==> src/rtl/vga_timing_gen_if.sv <==
// Signal bundle between the VGA timing generator and the logic that consumes its timing.
// The master side is the generator. The slave side is the pixel pipeline that drives the tick and restart inputs.
interface vga_timing_gen_if #(
    parameter int CW = 12
);
    // pix_en is a tick, not a valid/ready handshake. The generator advances one pixel on every
    // clk edge that sees pix_en=1, and it never applies backpressure. restart re-aligns the
    // generator on any edge and takes priority over pix_en. All outputs are registered.
    logic          pix_en;
    logic          restart;
    logic          hsync;
    logic          vsync;
    logic          video_on;
    logic [CW-1:0] pixel_x;
    logic [CW-1:0] pixel_y;
    logic          line_start;
    logic          frame_start;
    logic          vblank;

    modport master (
        input  pix_en, restart,
        output hsync, vsync, video_on, pixel_x, pixel_y, line_start, frame_start, vblank
    );

    modport slave (
        output pix_en, restart,
        input  hsync, vsync, video_on, pixel_x, pixel_y, line_start, frame_start, vblank
    );
endinterface

==> src/rtl/vga_timing_gen.sv <==
// Parameterised VGA raster timing generator. It produces pixel/line counters, sync pulses, and blanking flags.
// All outputs are registered and are decoded from the next counter values, so sync and blanking never skew against pixel_x/pixel_y.
module vga_timing_gen #(
    parameter int H_DISPLAY = 640,
    parameter int H_FRONT   = 16,
    parameter int H_SYNC    = 96,
    parameter int H_BACK    = 48,
    parameter int V_DISPLAY = 480,
    parameter int V_FRONT   = 10,
    parameter int V_SYNC    = 2,
    parameter int V_BACK    = 33,
    parameter bit HSYNC_POL = 1'b0,
    parameter bit VSYNC_POL = 1'b0,
    parameter int CW        = 12
) (
    input logic              clk,
    input logic              rst_n,
    vga_timing_gen_if.master bus
);
    localparam int H_TOTAL = H_DISPLAY + H_FRONT + H_SYNC + H_BACK;
    localparam int V_TOTAL = V_DISPLAY + V_FRONT + V_SYNC + V_BACK;

    localparam logic [CW-1:0] H_LAST  = CW'(H_TOTAL - 1);
    localparam logic [CW-1:0] V_LAST  = CW'(V_TOTAL - 1);
    localparam logic [CW-1:0] H_VIS   = CW'(H_DISPLAY);
    localparam logic [CW-1:0] V_VIS   = CW'(V_DISPLAY);
    localparam logic [CW-1:0] H_SS    = CW'(H_DISPLAY + H_FRONT);
    localparam logic [CW-1:0] H_SE    = CW'(H_DISPLAY + H_FRONT + H_SYNC - 1);
    localparam logic [CW-1:0] V_SS    = CW'(V_DISPLAY + V_FRONT);
    localparam logic [CW-1:0] V_SE    = CW'(V_DISPLAY + V_FRONT + V_SYNC - 1);

    logic [CW-1:0] x_q, y_q;
    logic [CW-1:0] x_nx, y_nx;
    logic          hsync_q, vsync_q, video_on_q, vblank_q, line_start_q, frame_start_q;

    always_comb begin
        x_nx = (x_q == H_LAST) ? '0 : x_q + CW'(1);
        y_nx = y_q;
        if (x_q == H_LAST) begin
            y_nx = (y_q == V_LAST) ? '0 : y_q + CW'(1);
        end
    end

    // Reset and restart both park the raster on the last pixel, so the next tick lands on (0,0).
    always_ff @(posedge clk or negedge rst_n) begin
        if (!rst_n) begin
            x_q           <= H_LAST;
            y_q           <= V_LAST;
            hsync_q       <= ~HSYNC_POL;
            vsync_q       <= ~VSYNC_POL;
            video_on_q    <= 1'b0;
            vblank_q      <= 1'b1;
            line_start_q  <= 1'b0;
            frame_start_q <= 1'b0;
        end else if (bus.restart) begin
            x_q           <= H_LAST;
            y_q           <= V_LAST;
            hsync_q       <= ~HSYNC_POL;
            vsync_q       <= ~VSYNC_POL;
            video_on_q    <= 1'b0;
            vblank_q      <= 1'b1;
            line_start_q  <= 1'b0;
            frame_start_q <= 1'b0;
        end else if (bus.pix_en) begin
            x_q           <= x_nx;
            y_q           <= y_nx;
            hsync_q       <= ((x_nx >= H_SS) && (x_nx <= H_SE)) ? HSYNC_POL : ~HSYNC_POL;
            vsync_q       <= ((y_nx >= V_SS) && (y_nx <= V_SE)) ? VSYNC_POL : ~VSYNC_POL;
            video_on_q    <= (x_nx < H_VIS) && (y_nx < V_VIS);
            vblank_q      <= (y_nx >= V_VIS);
            line_start_q  <= (x_nx == '0);
            frame_start_q <= (x_nx == '0) && (y_nx == '0);
        end else begin
            line_start_q  <= 1'b0;
            frame_start_q <= 1'b0;
        end
    end

    assign bus.pixel_x     = x_q;
    assign bus.pixel_y     = y_q;
    assign bus.hsync       = hsync_q;
    assign bus.vsync       = vsync_q;
    assign bus.video_on    = video_on_q;
    assign bus.vblank      = vblank_q;
    assign bus.line_start  = line_start_q;
    assign bus.frame_start = frame_start_q;
endmodule
==> src/flat_wrapper.sv <==
// flat-port wrapper written by rule: the top's interface ports become plain ports
module vga_timing_gen_flat 
#(
    parameter int H_DISPLAY = 640,
    parameter int H_FRONT   = 16,
    parameter int H_SYNC    = 96,
    parameter int H_BACK    = 48,
    parameter int V_DISPLAY = 480,
    parameter int V_FRONT   = 10,
    parameter int V_SYNC    = 2,
    parameter int V_BACK    = 33,
    parameter bit HSYNC_POL = 1'b0,
    parameter bit VSYNC_POL = 1'b0,
    parameter int CW        = 12
)
  (clk, rst_n, bus_pix_en, bus_restart, bus_hsync, bus_vsync, bus_video_on, bus_pixel_x, bus_pixel_y, bus_line_start, bus_frame_start, bus_vblank);
  vga_timing_gen_if #(.CW(CW)) bus_i ();
  input logic clk;
  input logic rst_n;
  input wire logic [$bits(bus_i.pix_en)-1:0] bus_pix_en;
  input wire logic [$bits(bus_i.restart)-1:0] bus_restart;
  output wire logic [$bits(bus_i.hsync)-1:0] bus_hsync;
  output wire logic [$bits(bus_i.vsync)-1:0] bus_vsync;
  output wire logic [$bits(bus_i.video_on)-1:0] bus_video_on;
  output wire logic [$bits(bus_i.pixel_x)-1:0] bus_pixel_x;
  output wire logic [$bits(bus_i.pixel_y)-1:0] bus_pixel_y;
  output wire logic [$bits(bus_i.line_start)-1:0] bus_line_start;
  output wire logic [$bits(bus_i.frame_start)-1:0] bus_frame_start;
  output wire logic [$bits(bus_i.vblank)-1:0] bus_vblank;
  assign bus_i.pix_en = bus_pix_en;
  assign bus_i.restart = bus_restart;
  assign bus_hsync = bus_i.hsync;
  assign bus_vsync = bus_i.vsync;
  assign bus_video_on = bus_i.video_on;
  assign bus_pixel_x = bus_i.pixel_x;
  assign bus_pixel_y = bus_i.pixel_y;
  assign bus_line_start = bus_i.line_start;
  assign bus_frame_start = bus_i.frame_start;
  assign bus_vblank = bus_i.vblank;
  vga_timing_gen #(.H_DISPLAY(H_DISPLAY), .H_FRONT(H_FRONT), .H_SYNC(H_SYNC), .H_BACK(H_BACK), .V_DISPLAY(V_DISPLAY), .V_FRONT(V_FRONT), .V_SYNC(V_SYNC), .V_BACK(V_BACK), .HSYNC_POL(HSYNC_POL), .VSYNC_POL(VSYNC_POL), .CW(CW)) u_core (.clk(clk), .rst_n(rst_n), .bus(bus_i));
endmodule
==> config.mk <==
export PLATFORM = sky130hd
export DESIGN_NAME = vga_timing_gen_flat
export DESIGN_NICKNAME = d
export VERILOG_FILES = /design/src/rtl/vga_timing_gen_if.sv /design/src/rtl/vga_timing_gen.sv /design/src/flat_wrapper.sv
export SDC_FILE = /design/constraint.sdc
export NUM_CORES = 1
export LEC_CHECK = 0
export CAP_MARGIN = 20
export CORE_ASPECT_RATIO = 1.2
export CORE_UTILIZATION = 45
export CTS_BUF_LIST = sky130_fd_sc_hd__clkbuf_16
export DETAILED_ROUTE_END_ITERATION = 16
export PLACE_DENSITY = 0.77
export SYNTH_ARGS = -nofsm -noshare
export SYNTH_HDL_FRONTEND = slang
export SYNTH_SLANG_ARGS = --single-unit
==> constraint.sdc <==
create_clock -name clk -period 6.46 [get_ports clk]
set_clock_uncertainty 0.1 [all_clocks]
set_input_delay 1.292 -clock clk [delete_from_list [all_inputs] [get_ports clk]]
set_output_delay 1.292 -clock clk [all_outputs]
set_load 0.01 [all_outputs]
==> qor.txt, run 1 <==
Die X = 66.1 um
Die H = 78.9 um
PD cells = 229 nW/um^2
Hpwl dp = 4.00 mm
Final Cycle Share = 55.7%
Min Tclk post-route = 3.60 ns
Top Ports = 34
Clock Sinks = 30
Max_slew headroom = 36.9%
Async S/R FF share, synth = 100%
Status = complete, no violations
Congestion Overflow GR = 0
# DRC = 0
Worst vdd ir = 0.000119 V
Hold violation count in the final report = 0
Actual slew at the worst max-slew pin = 0.938 ns
Syn Nets = 268
Synth Cell Area = 2220 sq um
Final setup fails = 0
Clock transition at path regs = 0.05 ns
Initial antenna violation count = 0
CP peak stage delay = 0.98 ns
Pre-CTS setup slack = 2.55 ns
IO Port Bufs = 33
CTS Root Cell = clkbuf_16
Fin nets = 290
Crit path max-delay family = buffers and inverters
Fill count = 447
Crit-path cells = clkdlybuf4s50_1, inv_1, nor2_1, o311ai_1, nor4_4, o2111a_1
Leakage = 1.06 nW
Commonest non-fill, non-tap cell in the layout = clkdlybuf4s50_1
Crit Path Class = primary input to register
Final Wtd Congestion = 0.868
Starting Density = 47.5%
Antenna cells = 0
Total GRT Usage = 23.2%
Post-CTS setup buffer count = 0
WP data required = 6.58 ns
Total negative slack = 0 ns
First-pass GRT wire length = 9.29 mm
Commonest cells after routing, fill and taps aside = 33 x clkdlybuf4s50_1, 29 x nor2_1, 19 x nand2_1
Core area = 4660 sq um
Slowest CP cell = clkdlybuf4s50_1
Cells after Synth = 260
H-tree depth = 2
Area grow syn2layout = 19.2%
Buffers & Inverters on Critical Path = 2
Seq cells post-synth = 30
Vias in the first global route = 1862
EDFF count, synth = 0
YS warnings = 0
DR iter-0 viols = 283
Final ANT Viol Nets = 0
Syn Area/Cell = 8.52 sq um
Startpoint types = primary input
Fin. max-slew vios = 0
CP endpoint kind = register
Ys flop type = dfrtp_1
Worst Path Arrival = 3.72 ns
Hold Path Class = register to register
Max Cap Viol = 0
RSZ-0062 raised after global routing = false
Fin worst setup slack = 2.86 ns
DRT Pass-1 Iters = 5
Cts repair resizes = 0
Register-to-Register Setup Slack = 3.50 ns
Synth cell types = 61
Hold buffer count at cts = 0
CP max FO = 23
Clock Latency Late Sink = 0.28 ns
Row count = 27
Clock buffer depth = 2
Die ar. = 5210 sq um
Num CTS Buffers = 5
Wire length per cell = 16.9 um
Total Wirelength = 5.75 mm
Layout cells sized above 1 = 13.4%
Post-synthesis sequential area ratio = 34.6%
CTS tree = built
F_max = 278 MHz
Via count = 2090
Largest net degree at the start of global routing = 31
Vias per Instance = 6.13
## per-stage QoR
stage	std cells	area [sq um]	utilization (%)	hold slack [ns]	power, W
after global placement	333	2500	53.7	0.385	0.000379
after floorplan	260	2220	-	0.432	0.000336
final	341	2640	56.7	0.419	0.000604
after global routing	341	2640	56.7	0.452	0.000634
after detailed placement	333	2500	53.7	0.407	0.000381
after CTS	341	2640	56.7	0.418	0.000605
## cell type report
cell class                 count  area [sq um]  area share [%]
clock buffer                   5           125            4.74
clock inverter                 3          12.5           0.474
inverter                      11          41.3            1.56
multi-input combinational    200          1280            48.6
sequential                    30           767            29.0
tap                           58          72.6            2.75
timing repair buffer          34           338            12.8
## worst register-to-register path: cells and delay by family, from the launching register on
kind	cells	cell delay [ns]
flip-flops	1	0.58
AND/OR/NAND/NOR	4	1.32
adder cells (fa/ha/maj)	1	0.34
AO/OA/AOI/OAI	2	0.55
## final timing paths
kind                                       start                endpoint  cells past startpoint
max                                   bus_pix_en  u_core.bus.frame_start                      6
min                          u_core.bus.video_on     u_core.bus.video_on                      1
max reg2reg                u_core.bus.pixel_x[0]     u_core.bus.video_on                      7
min reg2reg                  u_core.bus.video_on     u_core.bus.video_on                      1
max in group asynchronous                  rst_n   u_core.bus.pixel_y[9]                      2
min in group asynchronous                  rst_n  u_core.bus.pixel_x[10]                      2
## state kept, by name (all words and copies together), names as in the netlist
name and count:
u_core.bus.pixel_x 12, u_core.bus.pixel_y 12, u_core.bus.frame_start 1, u_core.bus.hsync 1, u_core.bus.line_start 1, u_core.bus.vblank 1, u_core.bus.video_on 1, u_core.bus.vsync 1
## cell usage after synthesis (all sizes together), types with 3 or more instances
master   n  share of area, %
a21oi   18               4.1
a31oi    4               1.1
and2     4               1.2
and3    13               4.0
and4     4               1.6
buf      8               3.4
clkbuf  11               2.1
dfrtp   17                19
dfstp   13                15
ha       4               2.3
inv     11               1.9
nand2   19               3.2
nand3   10               2.3
nand4    8               2.9
nor2    29               4.9
nor3    10               2.3
nor4     6               2.7
o211ai   3               1.0
o21ai   16               4.0
o31ai    3               1.0
or3      5               1.4
xnor2    8               3.2
xor2     8               3.2
## report_power, final
group	internal (W)	leakage (nW)	switching [W]
Sequential	0.000204	0.374	0.0000191
Clock	0.000139	0.0724	0.0000839
Combinational	0.0000623	0.615	0.0000959
## logic make-up (layout without fill, tap and decap cells)
family / count (synthesis) / count (layout) / synth area share [%]
muxes: 1 / 1 / 0.452
buffers and inverters: 30 / 53 / 7.40
xor gates and xnor gates: 16 / 16 / 6.32
and+or+nand+nor: 118 / 118 / 30.4
AOI/OAI and AO/OA: 61 / 61 / 18.5
adders and majority gates: 4 / 4 / 2.26
DFF: 30 / 30 / 34.6
## metal layers
layer / vias up / global-route usage (%) / wire [um]
met4: 0 / 7.02 / 91
met5: - / 0 / 0
met2: 57 / 40.0 / 2930
met3: 12 / 3.88 / 238
met1: 1027 / 29.0 / 2480
li1: 994 / - / -
Note: power is estimated with default switching activity, not from simulation.
==> inputs of run 2 (changes only) <==
==> constraint.sdc (replaced) <==
create_clock -name clk -period 3.6 [get_ports clk]
set_clock_uncertainty 0.1 [all_clocks]
set_input_delay 0.72 -clock clk [delete_from_list [all_inputs] [get_ports clk]]
set_output_delay 0.72 -clock clk [all_outputs]
set_load 0.01 [all_outputs]
==> qor.txt, run 2 (same netlist as run 1, synthesis figures left out) <==
Vias in the first global route = 2047 (was 1862)
Wire length per cell = 17.0 um (was 16.9 um)
Total negative slack = 0 ns (unchanged)
PD cells = 405 nW/um^2 (was 229 nW/um^2)
DR iter-0 viols = 155 (was 283)
Crit Path Class = register to register (was primary input to register)
Largest net degree at the start of global routing = 31 (unchanged)
First-pass GRT wire length = 9.74 mm (was 9.29 mm)
RSZ-0062 raised after global routing = false (unchanged)
Row count = 27 (unchanged)
Worst R2R Start = u_core.bus.pixel_x[0] (unchanged)
CP max FO = 7 (was 23)
WP data required = 3.72 ns (was 6.58 ns)
Register-to-Register Setup Slack = 0.71 ns (was 3.50 ns)
Congestion Overflow GR = 0 (unchanged)
Hold Path Class = register to register (unchanged)
Min-Delay Startpoint = u_core.bus.video_on (unchanged)
Starting Density = 47.5% (unchanged)
Total GRT Usage = 24.4% (was 23.2%)
Area grow syn2layout = 20.6% (was 19.2%)
Num CTS Buffers = 5 (unchanged)
H-tree depth = 2 (unchanged)
Top Ports = 34 (unchanged)
Layout cells sized above 1 = 14.6% (was 13.4%)
Final ANT Viol Nets = 0 (unchanged)
Clock Latency Late Sink = 0.28 ns (about the same)
Max_slew headroom = 57.3% (was 36.9%)
Startpoint types = register (was primary input)
Multi-input logic area = 1280 sq um (unchanged)
Status = complete, no violations (unchanged)
Fin. max-slew vios = 0 (unchanged)
Max Cap Viol = 0 (unchanged)
Die H = 78.9 um (unchanged)
Die ar. = 5210 sq um (unchanged)
Hpwl dp = 4.08 mm (was 4.00 mm)
# DRC = 0 (unchanged)
Fin nets = 294 (was 290)
CTS tree = built (unchanged)
Hold depth = 1 (unchanged)
Min Tclk post-route = 2.89 ns
Final Cycle Share = 80.4%
Clock buffer depth = 2 (unchanged)
Commonest non-fill, non-tap cell in the layout = clkdlybuf4s50_1 (unchanged)
Vias per Instance = 6.19 (was 6.13)
DRT Pass-1 Iters = 4 (was 5)
Worst Path Arrival = 3.01 ns (was 3.72 ns)
Hold buffer count at cts = 0 (unchanged)
Antenna cells = 0 (unchanged)
Clock Sinks = 30 (unchanged)
CTS Root Cell = clkbuf_16 (unchanged)
Post-CTS setup buffer count = 0 (unchanged)
IO Port Bufs = 33 (unchanged)
Via count = 2136 (was 2090)
Worst vdd ir = 0.000198 V (was 0.000119 V)
CP endpoint kind = register (unchanged)
Fill count = 441 (was 447)
Final setup fails = 0 (unchanged)
Core area = 4660 sq um (unchanged)
Reg area = 767 sq um (unchanged)
Hold violation count in the final report = 0 (unchanged)
CP startpoint = u_core.bus.pixel_x[0] (was bus_pix_en)
Min Hold Slack = 0.407 ns (was 0.419 ns)
Commonest cells after routing, fill and taps aside = 33 x clkdlybuf4s50_1, 29 x nor2_1, 19 x nand2_1 (unchanged)
Die X = 66.1 um (unchanged)
Clock transition at path regs = 0.05 ns (about the same)
F_max = 346 MHz
Final Wtd Congestion = 0.890 (was 0.868)
Total Wirelength = 5.85 mm (was 5.75 mm)
Hold path endpoint = u_core.bus.video_on (unchanged)
Cts repair resizes = 0 (unchanged)
Actual slew at the worst max-slew pin = 0.636 ns (was 0.938 ns)
R2R Path End = u_core.bus.frame_start (was u_core.bus.video_on)
Initial antenna violation count = 0 (unchanged)
Worst reg-to-reg path cell count = 7 (unchanged)
Leakage = 1.08 nW (was 1.06 nW)
[run 2: changes by cell type in the layout (fill, tap and decap cells not counted)]
cell / previous run / this run
buf_4: 1 / 5
[run 2: layer usage]
| metal | routed length, um | part of all wire [%] | vias up | GRT usage, % |
|---|---|---|---|---|
| met5 | 0 | 0 | - | 0 |
| met1 | 2420 | 41 | 1038 | 28.7 |
| li1 | - | - | 998 | - |
| met3 | 338 | 5.8 | 15 | 4.89 |
| met2 | 2920 | 50 | 85 | 41.2 |
| met4 | 165 | 2.8 | 0 | 12.8 |
[run 2: worst max path at each step]
| stage | to | slack, ns |
|---|---|---|
| final | u_core.bus.frame_start | 0.71 |
| after floorplan | u_core.bus.video_on | 1.03 |
| after detailed placement | u_core.bus.frame_start | 0.80 |
| after global placement | u_core.bus.frame_start | 0.83 |
| after global routing | u_core.bus.frame_start | 0.52 |
| after CTS | u_core.bus.frame_start | 0.74 |
[run 2: final cells by class]
class,instances,share of cell area [%]
well taps,58,2.72
repair buffers,38,13.8
clock buffers,5,4.68
inverters,11,1.55
flip-flops and latches,30,28.7
multi-input cells,200,48.1
clock inverters,3,0.468
[run 2: critical path: stages (launching register included)]
cell and delay [ns]:
dfstp_2 0.58, ha_1 0.37, nand4_4 0.17, nor3_1 0.56, nand4_1 0.32, xnor2_1 0.21
nor4_1 0.30, o2111a_1 0.22
[run 2: report_power, final]
group          internal [W]  switching [W]  total (W)
clock network      0.000249       0.000143   0.000392
registers          0.000366      0.0000347   0.000401
logic              0.000117       0.000172   0.000289
total              0.000732       0.000350    0.00108
[run 2: metrics by stage]
step / utilization [%] / std cells / instance area (sq um) / total power [W] / setup slack [ns]
2_1_floorplan: - / 260 / 2220 / 0.000602 / 1.03
3_3_place_gp: 54.3 / 337 / 2530 / 0.000685 / 0.834
3_5_place_dp: 54.3 / 337 / 2530 / 0.000690 / 0.799
4_1_cts: 57.3 / 345 / 2670 / 0.00109 / 0.736
5_1_grt: 57.3 / 345 / 2670 / 0.00114 / 0.520
6_report: 57.3 / 345 / 2670 / 0.00108 / 0.707
==> inputs of run 3 (changes only) <==
==> constraint.sdc (replaced) <==
create_clock -name clk -period 2.9 [get_ports clk]
set_clock_uncertainty 0.1 [all_clocks]
set_input_delay 0.58 -clock clk [delete_from_list [all_inputs] [get_ports clk]]
set_output_delay 0.58 -clock clk [all_outputs]
set_load 0.01 [all_outputs]
==> qor.txt, run 3 (same netlist as run 1, synthesis figures left out) <==
# DRC = 0 (unchanged)
Fin nets = 300 (was 294)
IO Port Bufs = 33 (unchanged)
Vias per Instance = 6.16 (was 6.19)
Hold buffer count at cts = 0 (unchanged)
Total Wirelength = 5.92 mm (was 5.85 mm)
Buffers & Inverters on Critical Path = 0 (unchanged)
Largest net degree at the start of global routing = 31 (unchanged)
Final Wtd Congestion = 0.867 (was 0.890)
Status = complete, no violations (unchanged)
DRT Pass-1 Iters = 4 (unchanged)
CP max FO = 14 (was 7)
Fin area = 2720 sq um (was 2670 sq um)
Commonest cells after routing, fill and taps aside = 33 x clkdlybuf4s50_1, 29 x nor2_1, 19 x nand2_1 (unchanged)
F_max = 378 MHz (was 346 MHz)
Worst Path Arrival = 2.71 ns (was 3.01 ns)
Worst reg-to-reg path cell count = 7 (unchanged)
Fin. max-slew vios = 0 (unchanged)
Min Hold Slack = 0.428 ns (was 0.407 ns)
Actual slew at the worst max-slew pin = 0.521 ns (was 0.636 ns)
First-pass GRT wire length = 9.85 mm (was 9.74 mm)
Cts repair resizes = 0 (unchanged)
Hold depth = 1 (unchanged)
RSZ-0062 raised after global routing = false (unchanged)
Register-to-Register Setup Slack = 0.25 ns (was 0.71 ns)
Antenna cells = 0 (unchanged)
Commonest non-fill, non-tap cell in the layout = clkdlybuf4s50_1 (unchanged)
Hold Path Class = register to register (unchanged)
Crit path max-delay family = simple AND/OR/NAND/NOR gates (unchanged)
Min-Delay Startpoint = u_core.bus.video_on (unchanged)
Slowest CP cell = or4_4 (was dfstp_2)
Wire length per cell = 16.9 um (was 17.0 um)
Core area = 4660 sq um (unchanged)
Total negative slack = 0 ns (unchanged)
Hpwl dp = 4.27 mm (was 4.08 mm)
CP endpoint kind = register (unchanged)
Levels on crit path = 7 (unchanged)
Max Cap Viol = 0 (unchanged)
Total GRT Usage = 24.8% (was 24.4%)
Final setup fails = 0 (unchanged)
Worst R2R Start = u_core.bus.pixel_x[0] (unchanged)
Area grow syn2layout = 22.5% (was 20.6%)
Top Ports = 34 (unchanged)
Area after DPL = 2580 sq um (was 2530 sq um)
Layout cells sized above 1 = 16.0% (was 14.6%)
CP peak stage delay = 0.64 ns (was 0.58 ns)
Clock transition at path regs = 0.05 ns (about the same)
Post-CTS setup buffer count = 0 (unchanged)
Die H = 78.9 um (unchanged)
R2R Path End = u_core.bus.video_on (was u_core.bus.frame_start)
Clock Sinks = 30 (unchanged)
Startpoint types = register (unchanged)
Clock buffer depth = 2 (unchanged)
Crit-path cells = ha_1, nand4_4, or4_4, or3_1, nand4_1, a211oi_2, a32o_1 (was ha_1, nand4_4, nor3_1, nand4_1, xnor2_1, nor4_1, o2111a_1)
Worst vdd ir = 0.000313 V (was 0.000198 V)
CTS tree = built (unchanged)
Clock Latency Late Sink = 0.27 ns (was 0.28 ns)
Crit Path Class = register to register (unchanged)
Row count = 27 (unchanged)
Vias in the first global route = 2030 (was 2047)
Congestion Overflow GR = 0 (unchanged)
Via count = 2161 (was 2136)
Max_slew headroom = 64.3% (was 57.3%)
DR iter-0 viols = 140 (was 155)
CTS Root Cell = clkbuf_16 (unchanged)
Leakage = 1.11 nW (was 1.08 nW)
Pwr Total = 0.00136 W (was 0.00108 W)
Die ar. = 5210 sq um (unchanged)
H-tree depth = 2 (unchanged)
PD cells = 499 nW/um^2 (was 405 nW/um^2)
Hold path endpoint = u_core.bus.video_on (unchanged)
Starting Density = 47.5% (unchanged)
Final ANT Viol Nets = 0 (unchanged)
WP data required = 2.96 ns (was 3.72 ns)
Final Cycle Share = 91.3% (was 80.4%)
Initial antenna violation count = 0 (unchanged)
Die X = 66.1 um (unchanged)
Final core occ = 58.2% (was 57.3%)
Min Tclk post-route = 2.65 ns (was 2.89 ns)
Hold violation count in the final report = 0 (unchanged)
Num CTS Buffers = 5 (unchanged)
-- run 3: cell type report --
type / instances / area [sq um]
clock buffers: 5 / 125
repair buffers: 44 / 413
inverters: 11 / 41.3
well taps: 58 / 72.6
clock inverters: 3 / 11.3
multi-input cells: 200 / 1280
fillers: 444 / 1950
flip-flops and latches: 30 / 767
-- run 3: power breakdown --
group	internal, W	total (W)	switching [W]
Clock	0.000308	0.000482	0.000174
Combinational	0.000157	0.000375	0.000217
Sequential	0.000455	0.000498	0.0000432
Total	0.000920	0.00136	0.000435
-- run 3: per-layer routing --
metal	global-route usage (%)	wire length (um)
met5	0	0
met4	11.9	190
met2	41.6	2990
met3	3.74	289
met1	30.5	2450
-- run 3: worst max-delay path by stage --
stage | from | endpoint | slack (ns)
floorplan | u_core.bus.pixel_x[0] | u_core.bus.video_on | 0.33
global placement | u_core.bus.pixel_x[0] | u_core.bus.video_on | 0.30
detailed placement | u_core.bus.pixel_x[0] | u_core.bus.video_on | 0.26
CTS | u_core.bus.pixel_x[0] | u_core.bus.video_on | 0.25
global route | u_core.bus.pixel_x[0] | u_core.bus.pixel_y[11] | 0.11
finish | u_core.bus.pixel_x[0] | u_core.bus.video_on | 0.25
-- run 3: per-stage QoR --
step	setup WS (ns)	cells
global route	0.115	351
CTS	0.250	351
finish	0.251	351
global placement	0.299	343
detailed placement	0.261	343
floorplan	0.328	260
-- run 3: worst register-to-register path: cells and delay by family, from the launching register on --
| family | cells | cell delay, ns |
|---|---|---|
| AO/OA/AOI/OAI | 2 | 0.34 |
| flip-flops | 1 | 0.58 |
| AND/OR/NAND/NOR | 4 | 1.30 |
| adder cells (fa/ha/maj) | 1 | 0.22 |
